### src/rtl/uart_frame_arbiter.sv
// uart_frame_arbiter
//   Avalon-MM slave that receives two-byte 8N1 UART frames (data byte, then a
//   check byte equal to data ^ KEY). Each frame is tagged with a status code
//   and queued in a receive FIFO for software. Bytes that software writes are
//   sent out on tx. The block also keeps sticky error flags, a frame timeout
//   and a level interrupt.
//
// Ports
//   clock, resetn      system clock, asynchronous active-low reset
//   address[1:0]       register select (0 data, 1 status/control, 2 irq_en, 3 reserved)
//   chipselect, read,  Avalon-MM slave strobes. readdata is combinational
//   write, writedata   (zero-wait). Side effects happen only with chipselect=1.
//   readdata[31:0]     read data
//   rx                 UART receive pin (asynchronous, synchronised here)
//   tx                 UART transmit pin (idles high)
//   irq                level interrupt, irq_en & (fifo not empty | overflow), registered
//
// Handshake: there is no valid/ready on the bus side. A transfer is the single
// cycle where chipselect & (read | write) is high at the rising clock edge.
// A pop or TX accept takes effect on that edge. read and write must not both
// be high in the same cycle.
module uart_frame_arbiter #(
  parameter int          CLKS_PER_BIT = 5208,
  parameter logic [7:0]  KEY          = 8'h37,
  parameter int          FIFO_DEPTH   = 16,
  parameter int          TIMEOUT_BITS = 20
) (
  input  logic        clock,
  input  logic        resetn,
  input  logic [1:0]  address,
  input  logic        chipselect,
  input  logic        read,
  input  logic        write,
  input  logic [31:0] writedata,
  output logic [31:0] readdata,
  input  logic        rx,
  output logic        tx,
  output logic        irq
);

  localparam int CNT_W    = $clog2(CLKS_PER_BIT);
  localparam int TO_LIMIT = TIMEOUT_BITS * CLKS_PER_BIT;
  localparam int TO_W     = $clog2(TO_LIMIT + 1);
  localparam int AW       = $clog2(FIFO_DEPTH);
  localparam int CW       = AW + 1;

  localparam logic [CNT_W-1:0] BIT_END  = CNT_W'(CLKS_PER_BIT - 1);
  localparam logic [CNT_W-1:0] HALF_END = CNT_W'(CLKS_PER_BIT / 2 - 1);
  localparam logic [TO_W-1:0]  TO_END   = TO_W'(TO_LIMIT);
  localparam logic [CW-1:0]    DEPTH    = CW'(FIFO_DEPTH);

  typedef enum logic [1:0] {RX_IDLE, RX_START, RX_DATA, RX_STOP} rx_state_t;
  typedef enum logic [1:0] {TX_IDLE, TX_START, TX_DATA, TX_STOP} tx_state_t;
  typedef enum logic       {FR_WAIT_DATA, FR_WAIT_CRC}            fr_state_t;

  // ---------------- bus decode ----------------
  logic rd0, wr0, wr1, wr2;
  assign rd0 = chipselect & read  & (address == 2'd0);
  assign wr0 = chipselect & write & (address == 2'd0);
  assign wr1 = chipselect & write & (address == 2'd1);
  assign wr2 = chipselect & write & (address == 2'd2);

  // ---------------- rx synchroniser ----------------
  logic rx_m, rx_s;
  always_ff @(posedge clock or negedge resetn) begin
    if (!resetn) begin
      rx_m <= 1'b1;
      rx_s <= 1'b1;
    end else begin
      rx_m <= rx;
      rx_s <= rx_m;
    end
  end

  // ---------------- RX FSM ----------------
  rx_state_t        rx_state, rx_next;
  logic [CNT_W-1:0] rx_cnt;
  logic [2:0]       rx_bit;
  logic [7:0]       rx_shift;
  logic             byte_done, frame_err;

  always_comb begin
    rx_next   = rx_state;
    byte_done = 1'b0;
    frame_err = 1'b0;
    case (rx_state)
      RX_IDLE:  if (!rx_s) rx_next = RX_START;
      // A start bit that is gone at half a bit time is a glitch.
      RX_START: if (rx_cnt == HALF_END) rx_next = rx_s ? RX_IDLE : RX_DATA;
      RX_DATA:  if (rx_cnt == BIT_END && rx_bit == 3'd7) rx_next = RX_STOP;
      RX_STOP:  if (rx_cnt == BIT_END) begin
                  rx_next   = RX_IDLE;
                  byte_done = rx_s;
                  frame_err = ~rx_s;
                end
      default:  rx_next = RX_IDLE;
    endcase
  end

  always_ff @(posedge clock or negedge resetn) begin
    if (!resetn) begin
      rx_state <= RX_IDLE;
      rx_cnt   <= '0;
      rx_bit   <= '0;
      rx_shift <= '0;
    end else begin
      rx_state <= rx_next;
      if (rx_state == RX_IDLE || rx_next != rx_state || rx_cnt == BIT_END)
        rx_cnt <= '0;
      else
        rx_cnt <= rx_cnt + 1'b1;
      if (rx_state == RX_START)
        rx_bit <= '0;
      if (rx_state == RX_DATA && rx_cnt == BIT_END) begin
        rx_shift <= {rx_s, rx_shift[7:1]};
        rx_bit   <= rx_bit + 1'b1;
      end
    end
  end

  // ---------------- frame FSM ----------------
  fr_state_t       fr_state, fr_next;
  logic [7:0]      data_byte;
  logic [TO_W-1:0] to_cnt;
  logic            push, crc_ok, timeout_evt;

  assign crc_ok = (rx_shift == (data_byte ^ KEY));

  always_comb begin
    fr_next     = fr_state;
    push        = 1'b0;
    timeout_evt = 1'b0;
    case (fr_state)
      FR_WAIT_DATA: if (byte_done) fr_next = FR_WAIT_CRC;
      FR_WAIT_CRC: begin
        if (byte_done) begin
          push    = 1'b1;
          fr_next = FR_WAIT_DATA;
        end else if (frame_err) begin
          fr_next = FR_WAIT_DATA;
        end else if (to_cnt == TO_END) begin
          timeout_evt = 1'b1;
          fr_next     = FR_WAIT_DATA;
        end
      end
      default: fr_next = FR_WAIT_DATA;
    endcase
  end

  always_ff @(posedge clock or negedge resetn) begin
    if (!resetn) begin
      fr_state  <= FR_WAIT_DATA;
      data_byte <= '0;
      to_cnt    <= '0;
    end else begin
      fr_state <= fr_next;
      if (fr_state == FR_WAIT_DATA && byte_done)
        data_byte <= rx_shift;
      // The count only runs while the line is idle: once a start edge is
      // seen it holds until that byte finishes.
      if (fr_state != FR_WAIT_CRC)
        to_cnt <= '0;
      else if (rx_state == RX_IDLE && rx_s && to_cnt != TO_END)
        to_cnt <= to_cnt + 1'b1;
    end
  end

  // ---------------- receive FIFO ----------------
  logic [9:0]    mem [FIFO_DEPTH];
  logic [AW-1:0] wr_ptr, rd_ptr;
  logic [CW-1:0] count;
  logic          empty, full, pop, push_ok, flush;

  assign empty   = (count == '0);
  assign full    = (count == DEPTH);
  assign pop     = rd0 & ~empty;
  assign push_ok = push & (~full | pop);
  assign flush   = wr1 & writedata[4];

  always_ff @(posedge clock) begin
    if (push_ok)
      mem[wr_ptr] <= {(crc_ok ? 2'b01 : 2'b10), data_byte};
  end

  always_ff @(posedge clock or negedge resetn) begin
    if (!resetn) begin
      wr_ptr <= '0;
      rd_ptr <= '0;
      count  <= '0;
    end else if (flush) begin
      wr_ptr <= '0;
      rd_ptr <= '0;
      count  <= '0;
    end else begin
      if (push_ok) wr_ptr <= wr_ptr + 1'b1;
      if (pop)     rd_ptr <= rd_ptr + 1'b1;
      if (push_ok && !pop)      count <= count + 1'b1;
      else if (!push_ok && pop) count <= count - 1'b1;
    end
  end

  // ---------------- TX FSM ----------------
  tx_state_t        tx_state, tx_next;
  logic [CNT_W-1:0] tx_cnt;
  logic [2:0]       tx_bit;
  logic [7:0]       tx_shift;
  logic             tx_busy, tx_accept;

  assign tx_busy   = (tx_state != TX_IDLE);
  assign tx_accept = wr0 & ~tx_busy;

  always_comb begin
    tx_next = tx_state;
    case (tx_state)
      TX_IDLE:  if (tx_accept) tx_next = TX_START;
      TX_START: if (tx_cnt == BIT_END) tx_next = TX_DATA;
      TX_DATA:  if (tx_cnt == BIT_END && tx_bit == 3'd7) tx_next = TX_STOP;
      TX_STOP:  if (tx_cnt == BIT_END) tx_next = TX_IDLE;
      default:  tx_next = TX_IDLE;
    endcase
  end

  always_ff @(posedge clock or negedge resetn) begin
    if (!resetn) begin
      tx_state <= TX_IDLE;
      tx_cnt   <= '0;
      tx_bit   <= '0;
      tx_shift <= '0;
    end else begin
      tx_state <= tx_next;
      if (tx_state == TX_IDLE || tx_cnt == BIT_END)
        tx_cnt <= '0;
      else
        tx_cnt <= tx_cnt + 1'b1;
      if (tx_accept) begin
        tx_shift <= writedata[7:0];
        tx_bit   <= '0;
      end else if (tx_state == TX_DATA && tx_cnt == BIT_END) begin
        tx_shift <= {1'b0, tx_shift[7:1]};
        tx_bit   <= tx_bit + 1'b1;
      end
    end
  end

  always_comb begin
    case (tx_state)
      TX_START: tx = 1'b0;
      TX_DATA:  tx = tx_shift[0];
      default:  tx = 1'b1;
    endcase
  end

  // ---------------- sticky flags, irq_en, irq ----------------
  // Set has priority over a software clear in the same cycle.
  logic ovf_flag, crc_flag, to_flag, txov_flag, irq_en;

  always_ff @(posedge clock or negedge resetn) begin
    if (!resetn) begin
      ovf_flag  <= 1'b0;
      crc_flag  <= 1'b0;
      to_flag   <= 1'b0;
      txov_flag <= 1'b0;
      irq_en    <= 1'b0;
      irq       <= 1'b0;
    end else begin
      ovf_flag  <= (push & full & ~pop)            | (ovf_flag  & ~(wr1 & writedata[0]));
      crc_flag  <= frame_err | (push & ~crc_ok)    | (crc_flag  & ~(wr1 & writedata[1]));
      to_flag   <= timeout_evt                     | (to_flag   & ~(wr1 & writedata[2]));
      txov_flag <= (wr0 & tx_busy)                 | (txov_flag & ~(wr1 & writedata[3]));
      if (wr2) irq_en <= writedata[0];
      irq <= irq_en & (~empty | ovf_flag);
    end
  end

  // ---------------- read mux ----------------
  logic [8:0] count_ext;
  assign count_ext = 9'(count);

  always_comb begin
    readdata = '0;
    case (address)
      2'd0: if (!empty) readdata = {22'b0, mem[rd_ptr]};
      2'd1: readdata = {16'b0, count_ext[7:0], 1'b0, txov_flag, to_flag,
                        crc_flag, ovf_flag, tx_busy, full, empty};
      2'd2: readdata = {31'b0, irq_en};
      default: readdata = '0;
    endcase
  end

endmodule

### config.mk
export PLATFORM = sky130hd
export DESIGN_NAME = uart_frame_arbiter
export DESIGN_NICKNAME = d
export VERILOG_FILES = /design/src/rtl/uart_frame_arbiter.sv
export SDC_FILE = /design/constraint.sdc
export NUM_CORES = 1
export LEC_CHECK = 0
export BUFFER_PORTS_ARGS = -buffer_cell sky130_fd_sc_hd__buf_2
export CAP_MARGIN = 25
export CORE_MARGIN = 2
export CORE_UTILIZATION = 33
export DETAILED_ROUTE_END_ITERATION = 6
export GPL_TIMING_DRIVEN = 0
export PLACE_DENSITY = 0.52
export SLEW_MARGIN = 20
export SYNTH_ARGS = -nofsm -noshare
export SYNTH_HDL_FRONTEND = slang
export SYNTH_SLANG_ARGS = --single-unit
export TNS_END_PERCENT = 1
### constraint.sdc
create_clock -name clock -period 5.7 [get_ports clock]
set_clock_uncertainty 0.15 [all_clocks]
set_input_delay 1.14 -clock clock [delete_from_list [all_inputs] [get_ports clock]]
set_output_delay 1.14 -clock clock [all_outputs]
set_load 0.005 [all_outputs]
==> results of run 1 <==
synthesized netlist by cell type, types with 21 or more instances:
cell type,count,share of area
nand3_1,26,0.011
and2_1,24,0.013
dfrtp_1,97,0.21
edfxtp_1,160,0.41
mux4_2,45,0.087
o21ai_0,26,0.011
xor2_1,25,0.019
inv_1,33,0.011
nor2_1,58,0.019
ha_1,21,0.023
nand2_1,56,0.018
xnor2_1,28,0.021
worst max-delay path by stage:
stage	startpoint	endpoint	cells after the start
after floorplan	address[0]	mem[3][0]	3
after global placement	chipselect	mem[0][6]	5
after detailed placement	address[0]	readdata[0]	8
after CTS	rd_ptr[0]	readdata[3]	7
after global routing	rd_ptr[0]	readdata[3]	7
final	rd_ptr[0]	readdata[3]	7
state kept, by name, summed over array words and instances (netlist names), 2 cells and up:
name       flops
rd_ptr         4
to_cnt        17
tx_shift       8
rx_bit         3
wr_ptr         4
mem          160
tx_cnt        13
count          5
tx_state       2
rx_shift       8
tx_bit         3
rx_state       2
rx_cnt        13
data_byte      8
per-stage QoR:
stage                     power (mW)  hold WS [ps]  utilization
after floorplan                 2.31           195            -
after global placement          2.40           201        0.359
after detailed placement        2.41           201        0.363
after CTS                       4.28           208        0.390
after global routing            4.41           215        0.390
final                           4.22           207        0.390
metal layers:
layer	share of wire	GRT usage	vias up
met3	0.033	0.0185	37
met4	0.024	0.0382	0
met5	0	0	-
li1	-	-	3152
met1	0.46	0.196	3406
met2	0.48	0.233	109
cells by family (layout without fill, tap and decap cells):
family | count (synthesis) | count (layout) | synth area share
xor+xnor | 53 | 53 | 0.0398
fa+ha+maj | 22 | 22 | 0.0243
simple gates | 246 | 246 | 0.114
buf+inv | 82 | 173 | 0.0345
other cells | 1 | 19 | 0.000322
flops | 259 | 259 | 0.625
compound gates | 69 | 69 | 0.0383
mux | 82 | 82 | 0.123
critical path: stages (launching register included):
cell and delay, ps:
dfrtp_1 340, buf_2 360, buf_2 450, mux4_2 600
mux4_2 480, inv_1 160, o21ai_0 110, buf_2 160
layout make-up:
| class | count | area [um2] | area share |
|---|---|---|---|
| flip-flops and latches | 259 | 7280 | 0.539 |
| multi-input cells | 491 | 4070 | 0.301 |
| clock buffers | 42 | 803 | 0.0595 |
| well taps | 455 | 569 | 0.0421 |
| plain buffers | 49 | 278 | 0.0206 |
| repair buffers | 39 | 234 | 0.0173 |
| clock inverters | 10 | 151 | 0.0112 |
| inverters | 33 | 124 | 0.00917 |
power by group through the flow:
stage,logic (mW),clock network [mW],registers (mW)
floorplan,0.193,0,2.12
global placement,0.272,0,2.13
detailed placement,0.280,0,2.13
CTS,0.280,1.91,2.10
global route,0.318,1.98,2.11
finish,0.274,1.85,2.10
==> run_results.csv, run 1 <==
group,metric,value,unit
cts,cts_resized,0,
detailed_routing,via_count,6704,
global_routing,grt_pass1_wl,39.8,mm
setup_path,criticalPathCategory,"reg -> out",
detailed_routing,via_per_inst,4.87,
synthesis,ys_seq_elements,259,
power_and_ir_drop,pwr-share-seq,0.496,
place,placed_cells,1326,
global_routing,grt_usage,0.141,
power_and_ir_drop,switchingPower,0.948,mW
synthesis,ys_seq_area_frac,0.625,
cts,clock_path_buffers,3,
synthesis,synth_flop_cell,"edfxtp_1",
global_routing,antenna_found_initial,0,
finish,diodes,0,
power_and_ir_drop,powerDensity,313,nW/um2
synthesis,synth_cells,814,
synthesis,async_flop_share,0.382,
cts,cts_tree,"built",
worst_hold_path,min_from,"rx_m",
timing,setup-tns-final,0,ps
cts,cts_hold_buffers,0,
synthesis,syn_area_per_cell,14.3,um2
floorplan,core-area,34600,um2
synthesis,yosysWarnings,0,
setup_path,crit_arrival,3250,ps
finish,fin_area,13500,um2
status,status,"finished, final reports clean",
floorplan,fp.dieArea,36800,um2
timing,final.period_utilization,0.796,
global_routing,grt_pass1_vias,6710,
timing,relSlewSlack,0.397,
finish,nets,963,
finish,nFillCells,3251,
place,dpl.hpwl,17.0,mm
worst_hold_path,hold_class,"reg -> reg",
setup_path,crit_fanout,10,
finish,drive_gt1_frac,0.218,
finish,syn_to_final_growth,16.0,%
power_and_ir_drop,p_leak,5.43,nW
floorplan,ios,74,
setup_path,r2r_slack,2040,ps
setup_path,end_kind,"output pin",
detailed_routing,postRouteAntennaNets,0,
detailed_routing,route.detailed.drc,0,
finish,layout_common_cells,"160 x edfxtp_1, 97 x dfrtp_1, 56 x nand2_1, 54 x nor2_1",
cts,clk_latency,560,ps
timing,fmax,220,MHz
synthesis,synth_cell_types,71,
power_and_ir_drop,p_clk_frac,0.439,
detailed_routing,wirelength,25.3,mm
cts,cts-root-buf,"clkbuf_16",
detailed_routing,avgRoutedWirePerCell,18.4,um
setup_path,regToRegEndpoint,"count[4]",
floorplan,start_util,0.336,
cts,postCtsSetupBuffers,0,
place,dpl_worst_slack,1700,ps
cts,cts.sinks,259,
timing,worst_pin_slew,903,ps
worst_hold_path,worstHoldEndpoint,"rx_s",
power_and_ir_drop,pwr-share-comb,0.065,
timing,hold_viol,0,
power_and_ir_drop,ir_worst_vdd,0.201,mV
global_routing,grt_max_degree,59,
timing,rsz0062_at_grt,"false",
setup_path,startpoint_type,"register",
place,place_congestion,0.752,
place,placed_area,12600,um2
setup_path,r2r-start,"rx_cnt[0]",
power_and_ir_drop,p_int,3.28,mW
cts,clk_pin_slew,60,ps
synthesis,synth_edf_count,160,
place,io_buffers,30,
detailed_routing,dr.first_iter.drc_count,483,
floorplan,rows,68,
worst_hold_path,whs_path_depth,0,
setup_path,critical_path_required,4410,ps
setup_path,r2r_cells,12,
timing,timing.final.crit_period,4540,ps
power_and_ir_drop,p_sw_frac,0.224,
timing,slew_viol_final,0,
floorplan,die_w,192,um
cts,cts_max_level,1,
floorplan,die_h,192,um
cts,numCtsBuffers,28,
detailed_routing,dr.pass1.iters,5,
run,drv_cap,0,
finish,final_cells,1378,
global_routing,grt_overflow,0,
finish,final_common_cell,"edfxtp_1",
timing,fin_ws,1160,ps
timing,setup_viol_count_final,0,
synthesis,synthesis.area,11600,um2
Note: power is estimated with default switching activity, not from simulation.
==> inputs of run 2 (changes only) <==
--- a/config.mk
+++ b/config.mk
@@ -5,6 +5,7 @@
 export SDC_FILE = /design/constraint.sdc
 export NUM_CORES = 1
 export LEC_CHECK = 0
+export ABC_AREA = 1
 export BUFFER_PORTS_ARGS = -buffer_cell sky130_fd_sc_hd__buf_2
 export CAP_MARGIN = 25
 export CORE_MARGIN = 2
==> constraint.sdc (replaced) <==
create_clock -name clock -period 4.75 [get_ports clock]
set_clock_uncertainty 0.15 [all_clocks]
set_input_delay 0.95 -clock clock [delete_from_list [all_inputs] [get_ports clock]]
set_output_delay 0.95 -clock clock [all_outputs]
set_load 0.005 [all_outputs]
==> run_results.csv, run 2 <==
group,metric,value,unit
synthesis,synth_flop_cell,"edfxtp_1",
cts,cts.sinks,259,
synthesis,synth_most_common_cell,"nand2_1",
timing,fin_hold_ws,115,ps
global_routing,grt_pass1_vias,8680,
timing,fmax,252,MHz
finish,multiInputGateArea,4290,um2
synthesis,synth_edf_count,160,
setup_path,critPathTopFamily,"buffers and inverters",
cts,clock_path_buffers,3,
finish,nFillCells,3664,
timing,worst_pin_slew,1010,ps
place,placed_cells,1742,
cts,cts-root-buf,"clkbuf_16",
detailed_routing,via_per_inst,4.93,
setup_path,max_stage_delay,560,ps
cts,clk_pin_slew,60,ps
floorplan,die_w,196,um
finish,top_regs,"mem x160, to_cnt x17",
timing,final.period_utilization,0.834,
cts,cts_resized,0,
floorplan,die_h,196,um
finish,largest_reg_flops,160,
timing,setup-tns-final,0,ps
cts,postCtsSetupBuffers,0,
setup_path,critPathBufInv,3,
detailed_routing,dr.pass1.iters,5,
global_routing,grt_overflow,0,
synthesis,ys_seq_elements,259,
setup_path,crit_fanout,10,
detailed_routing,postRouteAntennaNets,0,
finish,layout_common_cells,"210 x nand2_1, 175 x nor2_1, 160 x edfxtp_1, 99 x o21ai_0, 97 x dfrtp_1",
setup_path,criticalPathCategory,"reg -> out",
global_routing,grt_max_degree,76,
place,dpl.hpwl,21.5,mm
floorplan,fp.dieArea,38400,um2
timing,rsz0062_at_grt,"false",
setup_path,path_cells,"buf_2, clkbuf_1, nor2_1, o22ai_1, nand2_1, nand2_1, nor2_1, o21ai_0, buf_2",
setup_path,r2r_slack,1700,ps
synthesis,synth_cell_types,49,
setup_path,end_kind,"output pin",
floorplan,core-area,36400,um2
power_and_ir_drop,p_leak,5.83,nW
synthesis,async_flop_share,0.382,
timing,timing.final.crit_period,3960,ps
floorplan,rows,70,
synthesis,yosysWarnings,0,
timing,fin_ws,788,ps
place,io_buffers,30,
synthesis,ys_seq_area_frac,0.599,
global_routing,grt_usage,0.168,
setup_path,crit_arrival,2860,ps
floorplan,ios,74,
floorplan,start_util,0.334,
synthesis,synth_top_cell_area_share,0.395,
finish,nets,1366,
cts,cts_max_level,1,
place,place_congestion,0.824,
finish,final_cells,1792,
finish,final_common_cell,"nand2_1",
finish,regMostFlops,"mem",
place,dpl_worst_slack,1130,ps
cts,cts_hold_buffers,0,
timing,setup_viol_count_final,0,
power_and_ir_drop,ir_worst_vdd,0.257,mV
synthesis,synth_top_cell_by_area,"edfxtp_1",
detailed_routing,dr.first_iter.drc_count,693,
timing,relSlewSlack,0.328,
detailed_routing,avgRoutedWirePerCell,17.7,um
detailed_routing,route.detailed.drc,0,
setup_path,startpoint_type,"register",
status,status,"finished, final reports clean",
setup_path,slowest_stage,"clkbuf_1",
synthesis,synthesis.area,12200,um2
power_and_ir_drop,total_power,5.00,mW
run,drv_cap,0,
place,placed_area,13100,um2
setup_path,critical_path_required,3650,ps
finish,final_util,0.382,
synthesis,syn_area_per_cell,9.95,um2
finish,seqCellArea,7280,um2
finish,drive_gt1_frac,0.133,
synthesis,synth_common_cells,"210 x nand2_1, 190 x nor2_1, 160 x edfxtp_1",
finish,diodes,0,
worst_hold_path,hold_class,"in -> async",
global_routing,grt_pass1_wl,50.5,mm
timing,hold_viol,0,
finish,syn_to_final_growth,14.6,%
finish,fin_area,13900,um2
cts,clk_latency,550,ps
synthesis,synth_cells,1222,
synthesis,synth_area_leaders,"edfxtp_1 40%, dfrtp_1 20%, nand2_1 6.5%",
global_routing,antenna_found_initial,0,
power_and_ir_drop,powerDensity,359,nW/um2
cts,cts_tree,"built",
detailed_routing,wirelength,31.7,mm
cts,numCtsBuffers,27,
detailed_routing,via_count,8827,
timing,slew_viol_final,0,
[run 2: cell families (layout without fill, tap and decap cells)]
logic type                 count (synthesis)  in the layout  share of synthesized area
other                                      1             19                   0.000309
muxes                                      2              2                    0.00206
adders and majority gates                 22             22                     0.0233
xor gates and xnor gates                  32             32                     0.0231
DFF                                      259            259                      0.599
and+or+nand+nor                          559            559                      0.202
AOI/OAI and AO/OA                        192            192                     0.0934
buffers and inverters                    155            239                     0.0565
[run 2: final cells by class]
type / instances / area share
repair buffers: 35 / 0.0167
multi-input cells: 826 / 0.308
clock inverters: 11 / 0.00458
well taps: 468 / 0.0420
clock buffers: 38 / 0.0565
flip-flops and latches: 259 / 0.523
inverters: 92 / 0.0248
plain buffers: 63 / 0.0245
[run 2: worst paths after layout]
check                      depth (start not counted)         start          end
max in group asynchronous                          2        resetn         rx_m
setup / recovery                                   9     rd_ptr[0]  readdata[4]
hold reg to reg                                    0          rx_m         rx_s
min in group clock                                 0          rx_m         rx_s
setup reg to reg                                   6  data_byte[3]     crc_flag
hold / removal                                     1        resetn    tx_cnt[8]
[run 2: power by group]
group	total, mW	switching, mW	internal [mW]	leakage [nW]
Clock	2.04	0.889	1.15	0.425
Sequential	2.49	0.0475	2.44	3.10
Combinational	0.468	0.309	0.160	2.30
Total	5.00	1.25	3.75	5.83
[run 2: routing by layer]
metal  track usage  wire length, um  vias to the layer above  share of wire
met5             0                0                        -              0
met4        0.0320              574                        0          0.018
met3        0.0223             1680                       37          0.053
met2         0.276            14600                      242           0.46
met1         0.240            14800                     4261           0.47
li1              -                -                     4287              -
